`src/rtl/alu_control_if.sv`:
```
// Decode-side bundle between the main decoder and the ALU operation decoder.
// The master drives the instruction fields; the slave returns the registered
// ALU operation code and the illegal-encoding flag.
interface alu_control_if;
  logic [1:0] alu_op;
  logic [2:0] funct3;
  logic [6:0] funct7;
  logic [3:0] alu_control;
  logic       illegal;

  modport master (
    output alu_op,
    output funct3,
    output funct7,
    input  alu_control,
    input  illegal
  );

  modport slave (
    input  alu_op,
    input  funct3,
    input  funct7,
    output alu_control,
    output illegal
  );
endinterface

```
`src/rtl/alu_control.sv`:
```
// Registered RV32I ALU-operation decoder. Maps the main-decoder ALU class and
// funct3/funct7 to a 4-bit ALU op code, flagging encodings that have no RV32I
// ALU meaning. Outputs are valid one clock after the inputs.
module alu_control (
  input  logic          clk,
  input  logic          reset,
  alu_control_if.slave  bus
);

  localparam logic [3:0] OP_ADD  = 4'b0000;
  localparam logic [3:0] OP_SUB  = 4'b0001;
  localparam logic [3:0] OP_AND  = 4'b0010;
  localparam logic [3:0] OP_OR   = 4'b0011;
  localparam logic [3:0] OP_XOR  = 4'b0100;
  localparam logic [3:0] OP_SLL  = 4'b0101;
  localparam logic [3:0] OP_SRL  = 4'b0110;
  localparam logic [3:0] OP_SRA  = 4'b0111;
  localparam logic [3:0] OP_SLT  = 4'b1000;
  localparam logic [3:0] OP_SLTU = 4'b1001;

  localparam logic [6:0] F7_BASE = 7'b0000000;
  localparam logic [6:0] F7_ALT  = 7'b0100000;

  logic [3:0] next_ctl;
  logic       next_ill;

  // Combinational decode; every path lands on a defined value so no latch forms
  // and unknown inputs fall back to ADD with the illegal flag raised.
  always_comb begin
    next_ctl = OP_ADD;
    next_ill = 1'b1;
    case (bus.alu_op)
      2'b00: begin
        next_ctl = OP_ADD;
        next_ill = 1'b0;
      end
      2'b01: begin
        next_ill = 1'b0;
        case (bus.funct3)
          3'b000, 3'b001: next_ctl = OP_SUB;
          3'b100, 3'b101: next_ctl = OP_SLT;
          3'b110, 3'b111: next_ctl = OP_SLTU;
          3'b010, 3'b011: begin
            next_ctl = OP_SUB;
            next_ill = 1'b1;
          end
          default: begin
            next_ctl = OP_ADD;
            next_ill = 1'b1;
          end
        endcase
      end
      2'b10: begin
        if (bus.funct7 == F7_BASE) begin
          next_ill = 1'b0;
          case (bus.funct3)
            3'b000: next_ctl = OP_ADD;
            3'b001: next_ctl = OP_SLL;
            3'b010: next_ctl = OP_SLT;
            3'b011: next_ctl = OP_SLTU;
            3'b100: next_ctl = OP_XOR;
            3'b101: next_ctl = OP_SRL;
            3'b110: next_ctl = OP_OR;
            3'b111: next_ctl = OP_AND;
            default: begin
              next_ctl = OP_ADD;
              next_ill = 1'b1;
            end
          endcase
        end else if (bus.funct7 == F7_ALT) begin
          case (bus.funct3)
            3'b000: begin
              next_ctl = OP_SUB;
              next_ill = 1'b0;
            end
            3'b101: begin
              next_ctl = OP_SRA;
              next_ill = 1'b0;
            end
            default: begin
              next_ctl = OP_ADD;
              next_ill = 1'b1;
            end
          endcase
        end else begin
          next_ctl = OP_ADD;
          next_ill = 1'b1;
        end
      end
      2'b11: begin
        next_ill = 1'b0;
        case (bus.funct3)
          3'b000: next_ctl = OP_ADD;
          3'b010: next_ctl = OP_SLT;
          3'b011: next_ctl = OP_SLTU;
          3'b100: next_ctl = OP_XOR;
          3'b110: next_ctl = OP_OR;
          3'b111: next_ctl = OP_AND;
          // Shift-immediates: funct7 is a real opcode field here, not immediate bits.
          3'b001: begin
            next_ctl = OP_SLL;
            next_ill = (bus.funct7 != F7_BASE);
          end
          3'b101: begin
            if (bus.funct7 == F7_ALT) begin
              next_ctl = OP_SRA;
            end else begin
              next_ctl = OP_SRL;
              next_ill = (bus.funct7 != F7_BASE);
            end
          end
          default: begin
            next_ctl = OP_ADD;
            next_ill = 1'b1;
          end
        endcase
      end
      default: begin
        next_ctl = OP_ADD;
        next_ill = 1'b1;
      end
    endcase
  end

  // Output registers: load every edge, clear to ADD/legal on reset.
  always_ff @(posedge clk or posedge reset) begin
    if (reset) begin
      bus.alu_control <= OP_ADD;
      bus.illegal     <= 1'b0;
    end else begin
      bus.alu_control <= next_ctl;
      bus.illegal     <= next_ill;
    end
  end

endmodule

```
`src/flat_wrapper.sv`:
```
// flat-port wrapper written by rule: the top's interface ports become plain ports
module alu_control_flat 
  (clk, reset, bus_alu_op, bus_funct3, bus_funct7, bus_alu_control, bus_illegal);
  alu_control_if bus_i ();
  input  logic clk;
  input  logic reset;
  input wire logic [$bits(bus_i.alu_op)-1:0] bus_alu_op;
  input wire logic [$bits(bus_i.funct3)-1:0] bus_funct3;
  input wire logic [$bits(bus_i.funct7)-1:0] bus_funct7;
  output wire logic [$bits(bus_i.alu_control)-1:0] bus_alu_control;
  output wire logic [$bits(bus_i.illegal)-1:0] bus_illegal;
  assign bus_i.alu_op = bus_alu_op;
  assign bus_i.funct3 = bus_funct3;
  assign bus_i.funct7 = bus_funct7;
  assign bus_alu_control = bus_i.alu_control;
  assign bus_illegal = bus_i.illegal;
  alu_control u_core (.clk(clk), .reset(reset), .bus(bus_i));
endmodule
```
`config.mk`:
```
export PLATFORM = sky130hd
export DESIGN_NAME = alu_control_flat
export DESIGN_NICKNAME = d
export VERILOG_FILES = /design/src/rtl/alu_control_if.sv /design/src/rtl/alu_control.sv /design/src/flat_wrapper.sv
export SDC_FILE = /design/constraint.sdc
export NUM_CORES = 1
export LEC_CHECK = 0
export BUFFER_PORTS_ARGS = -buffer_cell sky130_fd_sc_hd__buf_2
export CAP_MARGIN = 20
export CORE_AREA = 2 2 39 41
export CTS_CLUSTER_DIAMETER = 200
export DETAILED_ROUTE_END_ITERATION = 16
export DIE_AREA = 0 0 41 43
export GPL_TIMING_DRIVEN = 1
export HOLD_SLACK_MARGIN = 0.03
export PLACE_DENSITY = 0.54
export SYNTH_ARGS = -nofsm -noshare
export SYNTH_HDL_FRONTEND = slang
export SYNTH_SLANG_ARGS = --single-unit
```
`constraint.sdc`:
```
create_clock -name clk -period 0.8 [get_ports clk]
set_clock_uncertainty 0.2 [all_clocks]
set_input_delay 0.08 -clock clk [delete_from_list [all_inputs] [get_ports clk]]
set_output_delay 0.08 -clock clk [all_outputs]
set_load 0.1 [all_outputs]
```
* Yosys cells after proc, flatten, opt, wreduce, memory -nomap -nowiden
Memory sizes are Yosys's and may differ from the RTL's. Cells that the tools add are included.
Cells by class: add/sub/neg operators 0, multiply operators 0, div/mod/pow operators 0, magnitude comparators 0, equal/unequal tests 11, shifts and indexed selects 0, multiplexer cells 14, bitwise logic cells 0, reductions and logical operators 9
Operator list (count):
- $pmux W4 S8 | 1
- $pmux W4 S4 | 1
- $eq A3 B3 Y1 const B | 4
- $pmux W4 S3 | 1
- $reduce_or A2 Y1 | 4
- $eq A7 B6 Y1 const B | 1
- $logic_not A7 Y1 | 1
- $reduce_bool A7 Y1 | 1
- $eq A3 B2 Y1 const B | 2
- $mux W1 | 6
- $pmux W3 S2 | 1
- $eq A2 B2 Y1 const B | 2
- $mux W4 | 1
- $pmux W1 S4 | 1
- $reduce_or A4 Y1 | 1
- $eq A3 B1 Y1 const B | 1
- $logic_not A3 Y1 | 1
- $mux W3 | 1
- $eq A2 B1 Y1 const B | 1
- $logic_not A2 Y1 | 1
- $pmux W1 S2 | 1
Storage, ports and cells: bits in registers 5, latch bits 0, memory bits (writable) 0, bits in read-only memories 32, input bits 14, word-level logic and storage cells 37, memories kept 1
Memory list:
- (no name shown) | words 8, width 4, rd ports 1, clocked after Yosys merged registers in 0, write ports 0, line alu_control.sv:56 | case (bus.funct3)

* Logic depth before layout (Yosys ltp)
Gate-level depths: netlist of run 1.
word-level depth 6, mapped depth 4

* Worst setup path after synthesis of run 1
Ideal clock, no wire load.
path type input to register, start point in bus_funct3[0], end point reg u_core.bus.alu_control[0], arrival time 975 ps, required time 518 ps, slack -457 ps, cell stages on the path 4, cell sequence buf_6 or2_0 mux4_2 o22ai_1
On the way: cells in the longest elaborated chain, start to end 5, elaborated cells between the ends (all ways) 18, those cells by class 7 x eq/ne; 6 x mux; 4 x reduce/logical; 1 x memory
Ends and longest elaborated chain:
- start: declaration | line flat_wrapper.sv:8 | input wire logic [$bits(bus_i.funct3)-1:0] bus_funct3;
- $eq A3 B3 Y1 / $logic_not A3 Y1 (equally long branches) | line alu_control.sv:39, alu_control.sv:71, alu_control.sv:92
- $pmux W3 S2 | line alu_control.sv:71 | case (bus.funct3)
- $mux W3 | line alu_control.sv:70 | end else if (bus.funct7 == F7_ALT) begin
- $mux W4 | line alu_control.sv:54 | if (bus.funct7 == F7_BASE) begin
- $pmux W4 S4 (*) | line alu_control.sv:32 | case (bus.alu_op)
- via u_core.next_ctl[0] | line alu_control.sv:24 | logic [3:0] next_ctl;
- end signal: assignment | line alu_control.sv:131 | bus.alu_control <= next_ctl;
- end: declaration | line alu_control_if.sv:23 | output alu_control,
Mark *: on every way through the listed nets, which the timed path passes. The rest lies on a longest branch. The select of a mux whose other input is x is not followed.

* Worst setup path after layout of run 1
start point reg u_core.bus.alu_control[1], end point out bus_alu_control[1]
RTL lines:
- end: declaration | line flat_wrapper.sv:10 | output wire logic [$bits(bus_i.alu_control)-1:0] bus_alu_control;
No word-level cell between the ends.

==> results of run 1 <==
what timing repair did:
action / CTS / global route
resized for setup: 7 / 3
setup buffers: 1 / 1
hold endpoints to repair: 9 / 2
endpoints found under the setup margin: 10 / 10
pin swaps: 5 / 4
area by class of cell:
cell class	count	area, um2
fillers	124	637
multi-input cells	29	233
inverters	6	22.5
flip-flops and latches	5	140
well taps	16	20.0
repair buffers	32	305
clock buffers	4	26.3
sequential cells by signal (all words and copies together), names as in the netlist:
| register | count |
|---|---|
| u_core.bus.illegal | 1 |
| u_core.bus.alu_control | 4 |
cells in the mapped netlist (all sizes together) (2+ instances only):
cell type,instances,area [um2]
inv,6,22.5
dfrtp,5,125
o211ai,2,15.0
nor2,2,7.51
a21oi,3,15.0
nand3,3,15.0
buf,2,16.3
nand2b,2,12.5
layer usage:
metal | vias up | track usage
met4 | 0 | 0.0933
li1 | 229 | -
met1 | 198 | 0.162
met2 | 12 | 0.241
met5 | - | 0
met3 | 0 | 0.0209
through the flow:
stage               area (um2)  hold WS, ns  setup slack, ns
floorplan                  417       -0.341           -0.455
global placement           654       -0.221           -0.546
detailed placement         654       -0.216           -0.548
CTS                        727      -0.0495           -0.368
global route               747      0.00553           -0.373
finish                     747      -0.0318           -0.355
worst max-delay path by stage:
stage,start,to,slack (ns),cells after the start
3_3_place_gp,bus_funct3[0],u_core.bus.illegal$_DFF_PP0_,-0.55,5
4_1_cts,u_core.bus.alu_control[2]$_DFF_PP0_,bus_alu_control[2],-0.37,1
3_5_place_dp,bus_funct7[6],u_core.bus.illegal$_DFF_PP0_,-0.55,4
2_1_floorplan,bus_funct3[0],u_core.bus.alu_control[0]$_DFF_PP0_,-0.45,4
5_1_grt,u_core.bus.alu_control[1]$_DFF_PP0_,bus_alu_control[1],-0.37,1
6_report,u_core.bus.alu_control[1]$_DFF_PP0_,bus_alu_control[1],-0.36,1
where the power goes:
part	internal (mW)	leakage, nW	switching [mW]
Sequential	0.277	0.0590	0.0121
Clock	0.188	0.0150	0.0877
Combinational	0.183	0.269	0.215
Total	0.647	0.343	0.315
cell families (layout without fill, tap and decap cells):
group,after synthesis,after routing,synth area share
AOI/OAI and AO/OA,13,13,0.236
buffers and inverters,9,42,0.109
and+or+nand+nor,15,15,0.278
muxes,1,1,0.0575
DFF,5,5,0.319
placed cells by master (no fill, tap or decap), drive strengths merged:
cell	n
a31oi	1
a22o	1
mux4	1
a2111oi	1
a41oi	1
o22ai	1
or2	1
a21oi	3
buf	31
nand4	1
or3	1
nand3	3
or2b	1
dlygate4sd3	1
and3b	1
o41ai	1
o21ai	1
nor2	2
nand2b	2
inv	6
nand4b	1
dfrtp	5
clkbuf	4
nand3b	1
o211ai	2
a221oi	1
nor4	1
==> flow_metrics.tcl, run 1 <==
set metrics [dict create \
    status "finished, violations left" \
    violations "negative hold slack, negative setup slack" \
    gp_congestion 0.866 \
    core_um2 1380 \
    syn-mean-instance-area_um2 9.11 \
    dp.cells 85 \
    min_from "bus_alu_op[0]" \
    slowest_stage "dfrtp_4" \
    fin_cells 92 \
    die_h_um 43 \
    ys_warn_count 0 \
    dr_wl_met3_um 46 \
    cts_buffer_depth 2 \
    cts_tree "yes" \
    tns_ns -2.74 \
    drive_gt1_frac 0.566 \
    synth_seq_cells 5 \
    end_kind "output pin" \
    synth_cells 43 \
    cts_buffers 3 \
    slew_headroom 0.806 \
    grt_pass1_wl_mm 1.79 \
    worstHoldEndpoint "u_core.bus.alu_control[3]$_DFF_PP0_" \
    cts-root-buf "clkbuf_4" \
    layout.nets 91 \
    io_buffers 18 \
    worstPathArrival_ns 0.88 \
    whs_ns -0.0318 \
    holdCritPathClass "in -> reg" \
    ios 19 \
    total_power_mw 0.962 \
    grt_max_degree 8 \
    whs_path_depth 3 \
    wire_per_inst_um 10.9 \
    start_util 0.283 \
    vias 439 \
    antenna_cells 0 \
    worstMarginPinSlew_ns 0.289 \
    ant_nets 0 \
    row_count 14 \
    synth.distinct_cells 27 \
    syn_to_final_growth_pct 90.7 \
    viasPerCell 4.77 \
    final_util 0.540 \
    clkTransAtPathRegs_ns 0.04 \
    crit_path_max_fanout 1 \
    period_needed_ns 1.16 \
    wl_met2_um 552 \
    powerDensity_nw_per_um2 1290 \
    async_flop_share 1.00 \
    setup_viol 10 \
    synth_ff_type "dfrtp_1" \
    cts.sinks 5 \
    holdBufCountCts 1 \
    fmax_mhz 866 \
    dieWidth_um 41 \
    grt_overflow 0 \
    p_leak_nw 0.343 \
    yosysSeqAreaShare 0.319 \
    crit_family "flip-flops" \
    synth_edf_count 0 \
    crit_buf_inv 1 \
    drt-initial-drc-count 10 \
    grt_usage 0.146 \
    cap_violations 0 \
    max_stage_delay_ns 0.47 \
    setup_ws_ns -0.355 \
    drcViolationCount 0 \
    crit_path_start_kind "flip-flop" \
    dr.max_layer_used "met3" \
    design.die.area_um2 1760 \
    ir_drop_uv 520 \
    fin_crit_sh 1.44 \
    rsz0062_at_grt "yes" \
    cp_cell_sequence "buf_12" \
    drt-total-wl_um 999 \
    grt_pass1_vias 462 \
    hpwl_um 814 \
    required_ns 0.52 \
    m1WireLength_um 399 \
    hold_viol_final 2 \
    antenna_found_initial 0 \
    h-tree-depth 1 \
    syn-num-nets 57 \
    dr.pass1.iters 4 \
    synth_area_um2 392 \
    maxSlewViolCount 0 \
    path_class "reg -> out" \
]
No activity file was read; power rests on OpenSTA's default activity.
==> run 2: changes to the inputs <==
clock period = 1.3 ns   (was 0.8 ns; I/O delays follow)
==> run 2 against run 1 <==
Non-clock buffer count decreased by 3. Largest power group unchanged. Highest routed layer is now met4. The run now ends clean. Core utilization decreased by 5.3 points. Via count increased by 5.0%. Largest cell class unchanged. Cell area decreased by 9.9%. Cell count decreased by 3.3%.
==> flow_metrics.tcl, run 2 (same netlist as run 1, synthesis figures left out) <==
set metrics [dict create \
    ir_drop_uv 279 \
    dr.pass1.iters 4 \
    vias 461 \
    final_util 0.486 \
    drt-initial-drc-count 7 \
    io_buffers 18 \
    place_area_um2 617 \
    crit_path_max_fanout 3 \
    cap_violations 0 \
    syn_to_final_growth_pct 71.9 \
    antenna_cells 0 \
    fmax_mhz 877 \
    layout.nets 88 \
    grt_pass1_vias 439 \
    viasPerCell 5.18 \
    status "finished clean" \
    wire_per_inst_um 11.8 \
    grt_pass1_wl_mm 1.68 \
    worstHoldEndpoint "u_core.bus.alu_control[3]$_DFF_PP0_" \
    final_common_cell "buf_2" \
    ant_nets 0 \
    cts_buffers 3 \
    start_util 0.283 \
    cp_cell_sequence "buf_2 -> nor4_4 -> a221oi_1 -> or3_1" \
    whs_path_depth 2 \
    dp_slack_ns -0.0772 \
    hold_viol_final 0 \
    required_ns 1.21 \
    cts-root-buf "clkbuf_4" \
    end_kind "flip-flop" \
    powerDensity_nw_per_um2 850 \
    die_h_um 43 \
    max_stage_delay_ns 0.33 \
    cts_tree "yes" \
    rsz0062_at_grt "no" \
    ios 19 \
    slowest_stage "nor4_4" \
    crit_buf_inv 1 \
    fillers 131 \
    holdCritPathClass "in -> reg" \
    cts.sinks 5 \
    largest_reg_flops 4 \
    worstPathArrival_ns 1.05 \
    p_leak_nw 0.317 \
    row_count 14 \
    largest-register "u_core.bus.alu_control" \
    drive_gt1_frac 0.452 \
    postCtsResizedCells 0 \
    antenna_found_initial 0 \
    min_from "bus_funct3[2]" \
    reg_top3 "u_core.bus.alu_control x4, u_core.bus.illegal x1" \
    hpwl_um 844 \
    core_um2 1380 \
    post_cts_buffers 0 \
    tns_ns 0 \
    period_needed_ns 1.14 \
    clkTransAtPathRegs_ns 0.04 \
    multiInputGateArea_um2 224 \
    finalInstanceArea_um2 673 \
    drt-total-wl_mm 1.05 \
    fin_crit_sh 0.877 \
    seq_area_um2 125 \
    setup_ws_ns 0.160 \
    grt_max_degree 10 \
    maxSlewViolCount 0 \
    crit_family "simple AND/OR/NAND/NOR gates" \
    slew_headroom 0.779 \
    dieWidth_um 41 \
    layout_common_cells "13 x buf_2, 8 x buf_4, 6 x inv_1" \
    drcViolationCount 0 \
    crit_path_start_kind "primary input" \
    h-tree-depth 1 \
    gp_congestion 0.839 \
    cts_buffer_depth 2 \
    worstMarginPinSlew_ns 0.323 \
    grt_usage 0.139 \
    path_class "in -> reg" \
    whs_ns 0.0252 \
    setup_viol 0 \
    grt_overflow 0 \
    design.die.area_um2 1760 \
]
## run 2: power breakdown
part,internal [mW],switching (mW)
Combinational,0.0959,0.132
Clock,0.116,0.0559
Sequential,0.166,0.00748
## run 2: area by class of cell
type / instances / share of cell area
well taps: 16 / 0.0297
flip-flops and latches: 5 / 0.186
repair buffers: 29 / 0.379
inverters: 6 / 0.0335
clock buffers: 4 / 0.0390
multi-input cells: 29 / 0.333
## run 2: how the worst max path moves through the flow
stage / start / end / slack (ns) / cells after the start
floorplan: bus_funct3[0] / u_core.bus.alu_control[0]$_DFF_PP0_ / -0.007 / 4
global placement: bus_funct3[1] / u_core.bus.alu_control[0]$_DFF_PP0_ / -0.06 / 4
detailed placement: bus_funct3[1] / u_core.bus.alu_control[0]$_DFF_PP0_ / -0.08 / 4
CTS: bus_alu_op[0] / u_core.bus.alu_control[0]$_DFF_PP0_ / 0.06 / 5
global route: bus_funct3[1] / u_core.bus.alu_control[0]$_DFF_PP0_ / 0.13 / 4
finish: bus_funct7[6] / u_core.bus.illegal$_DFF_PP0_ / 0.16 / 4
## run 2: repair_timing
action / 4_1_cts / 5_1_grt
endpoints found under the setup margin: 0 / 1
hold endpoints to repair: 8 / 0
hold buffers: 4 / 0
## run 2: routing by layer
metal | track usage | wire, um | up-vias
met5 | 0 | 0 | -
met4 | 0.107 | 8 | 0
met3 | 0.0209 | 64 | 4
met2 | 0.225 | 566 | 23
met1 | 0.149 | 412 | 214
li1 | - | - | 220
## run 2: through the flow
step	total power, mW	cells
3_5_place_dp	0.396	82
2_1_floorplan	0.297	43
4_1_cts	0.585	90
5_1_grt	0.601	89
3_3_place_gp	0.392	82
6_report	0.572	89
==> run 3: changes to the inputs <==
CTS_BUF_LIST = sky130_fd_sc_hd__clkbuf_4 sky130_fd_sc_hd__clkbuf_8   (was unset)
CTS_CLUSTER_DIAMETER = unset   (was 200)
==> run 3 against run 2 <==
Routed wire length down 0.86%. Largest power group unchanged. Core utilization shrank 0.45 points. Sequential power barely moved.
==> flow_metrics.tcl, run 3 (same netlist as run 1, synthesis figures left out) <==
set metrics [dict create \
    status "finished clean" \
    core_um2 1380 \
    dieWidth_um 41 \
    final_common_cell "buf_2" \
    drive_gt1_frac 0.472 \
    io_buffers 18 \
    setup_viol 0 \
    largest_reg_flops 4 \
    crit_path_max_fanout 8 \
    max_stage_delay_ns 0.62 \
    finalInstanceArea_um2 667 \
    antenna_found_initial 0 \
    gp_congestion 0.839 \
    layout.nets 87 \
    row_count 14 \
    fmax_mhz 844 \
    grt_overflow 0 \
    ios 19 \
    drcViolationCount 0 \
    start_util 0.283 \
    crit_path_start_kind "primary input" \
    postCtsResizedCells 0 \
    ir_drop_uv 316 \
    hpwl_um 844 \
    grt_pass1_wl_mm 1.70 \
    tns_ns 0 \
    grt_pass1_vias 443 \
    ant_nets 0 \
    drt-total-wl_mm 1.04 \
    fin_cells 88 \
    setup_ws_ns 0.115 \
    startpoint "bus_alu_op[1]" \
    largest-register "u_core.bus.alu_control" \
    layout_common_cells "13 x buf_2, 8 x buf_4, 6 x inv_1" \
    die_h_um 43 \
    required_ns 1.26 \
    maxSlewViolCount 0 \
    cts_buffer_depth 2 \
    cap_violations 0 \
    powerDensity_nw_per_um2 887 \
    slew_headroom 0.781 \
    slowest_stage "dlygate4sd3_1" \
    cp_cell_sequence "buf_2 -> dlygate4sd3_1 -> nand3_1 -> a21oi_1" \
    holdCritPathClass "in -> reg" \
    cts_tree "yes" \
    worstPathArrival_ns 1.14 \
    whs_ns 0.0275 \
    whs_path_depth 3 \
    vias 451 \
    drt-initial-drc-count 14 \
    wire_per_inst_um 11.8 \
    period_needed_ns 1.19 \
    syn_to_final_growth_pct 70.3 \
    h-tree-depth 1 \
    fin_crit_sh 0.912 \
    place_area_um2 617 \
    antenna_cells 0 \
    design.die.area_um2 1760 \
    worstMarginPinSlew_ns 0.320 \
    dr.pass1.iters 4 \
    fillers 130 \
    worstHoldEndpoint "u_core.bus.alu_control[3]$_DFF_PP0_" \
    p_leak_nw 0.316 \
    cts.sinks 5 \
    hold_viol_final 0 \
    dp.cells 82 \
    dp_slack_ns -0.0772 \
    reg_top3 "u_core.bus.alu_control x4, u_core.bus.illegal x1" \
    rsz0062_at_grt "no" \
    grt_usage 0.141 \
    cts-root-buf "clkbuf_4" \
    clkTransAtPathRegs_ns 0.04 \
    min_from "bus_alu_op[0]" \
    cts_buffers 3 \
    path_class "in -> reg" \
    viasPerCell 5.13 \
    end_kind "flip-flop" \
    grt_max_degree 10 \
]
run 3: changes by cell type in the layout (fill, tap and decap cells not counted), sizes merged:
cell         before  now
dlygate4sd3       3    2
run 3: worst max-delay path, delay by kind of cell:
family	cells	cell delay (ns)
compound gates	1	0.14
buf+inv	2	0.78
simple gates	1	0.10
run 3: per-stage QoR:
stage / util / power [mW]
finish: 0.482 / 0.592
floorplan: - / 0.297
global route: 0.482 / 0.621
global placement: 0.446 / 0.392
detailed placement: 0.446 / 0.396
CTS: 0.489 / 0.604
run 3: area by class of cell:
class	count	area (um2)	share of cell area
multi-input cells	29	224	0.336
inverters	6	22.5	0.0338
well taps	16	20.0	0.0300
repair buffers	28	245	0.368
flip-flops and latches	5	125	0.188
clock buffers	4	30.0	0.0450
run 3: how the worst max path moves through the flow:
| stage | end | slack (ns) | cells past startpoint |
|---|---|---|---|
| after floorplan | u_core.bus.alu_control[0]$_DFF_PP0_ | -0.007 | 4 |
| after global placement | u_core.bus.alu_control[0]$_DFF_PP0_ | -0.06 | 4 |
| after detailed placement | u_core.bus.alu_control[0]$_DFF_PP0_ | -0.08 | 4 |
| after CTS | u_core.bus.alu_control[0]$_DFF_PP0_ | 0.07 | 5 |
| after global routing | u_core.bus.alu_control[1]$_DFF_PP0_ | 0.08 | 4 |
| final | u_core.bus.alu_control[1]$_DFF_PP0_ | 0.11 | 4 |
run 3: where the power goes:
| group | internal [mW] | switching (mW) |
|---|---|---|
| registers | 0.166 | 0.00748 |
| clock network | 0.136 | 0.0570 |
| logic | 0.0940 | 0.131 |
| total | 0.396 | 0.195 |
run 3: repair_timing:
action	4_1_cts	5_1_grt
endpoints found under the setup margin	0	1
endpoints found under the hold margin	8	0
buffers inserted	0	0
hold buffers	3	0
run 3: layer usage:
layer | up-vias | GRT usage | wire (um)
met2 | 18 | 0.231 | 582
met3 | 0 | 0.0209 | 52
met1 | 215 | 0.149 | 408
met4 | 0 | 0.107 | 0
met5 | - | 0 | 0
li1 | 218 | - | -
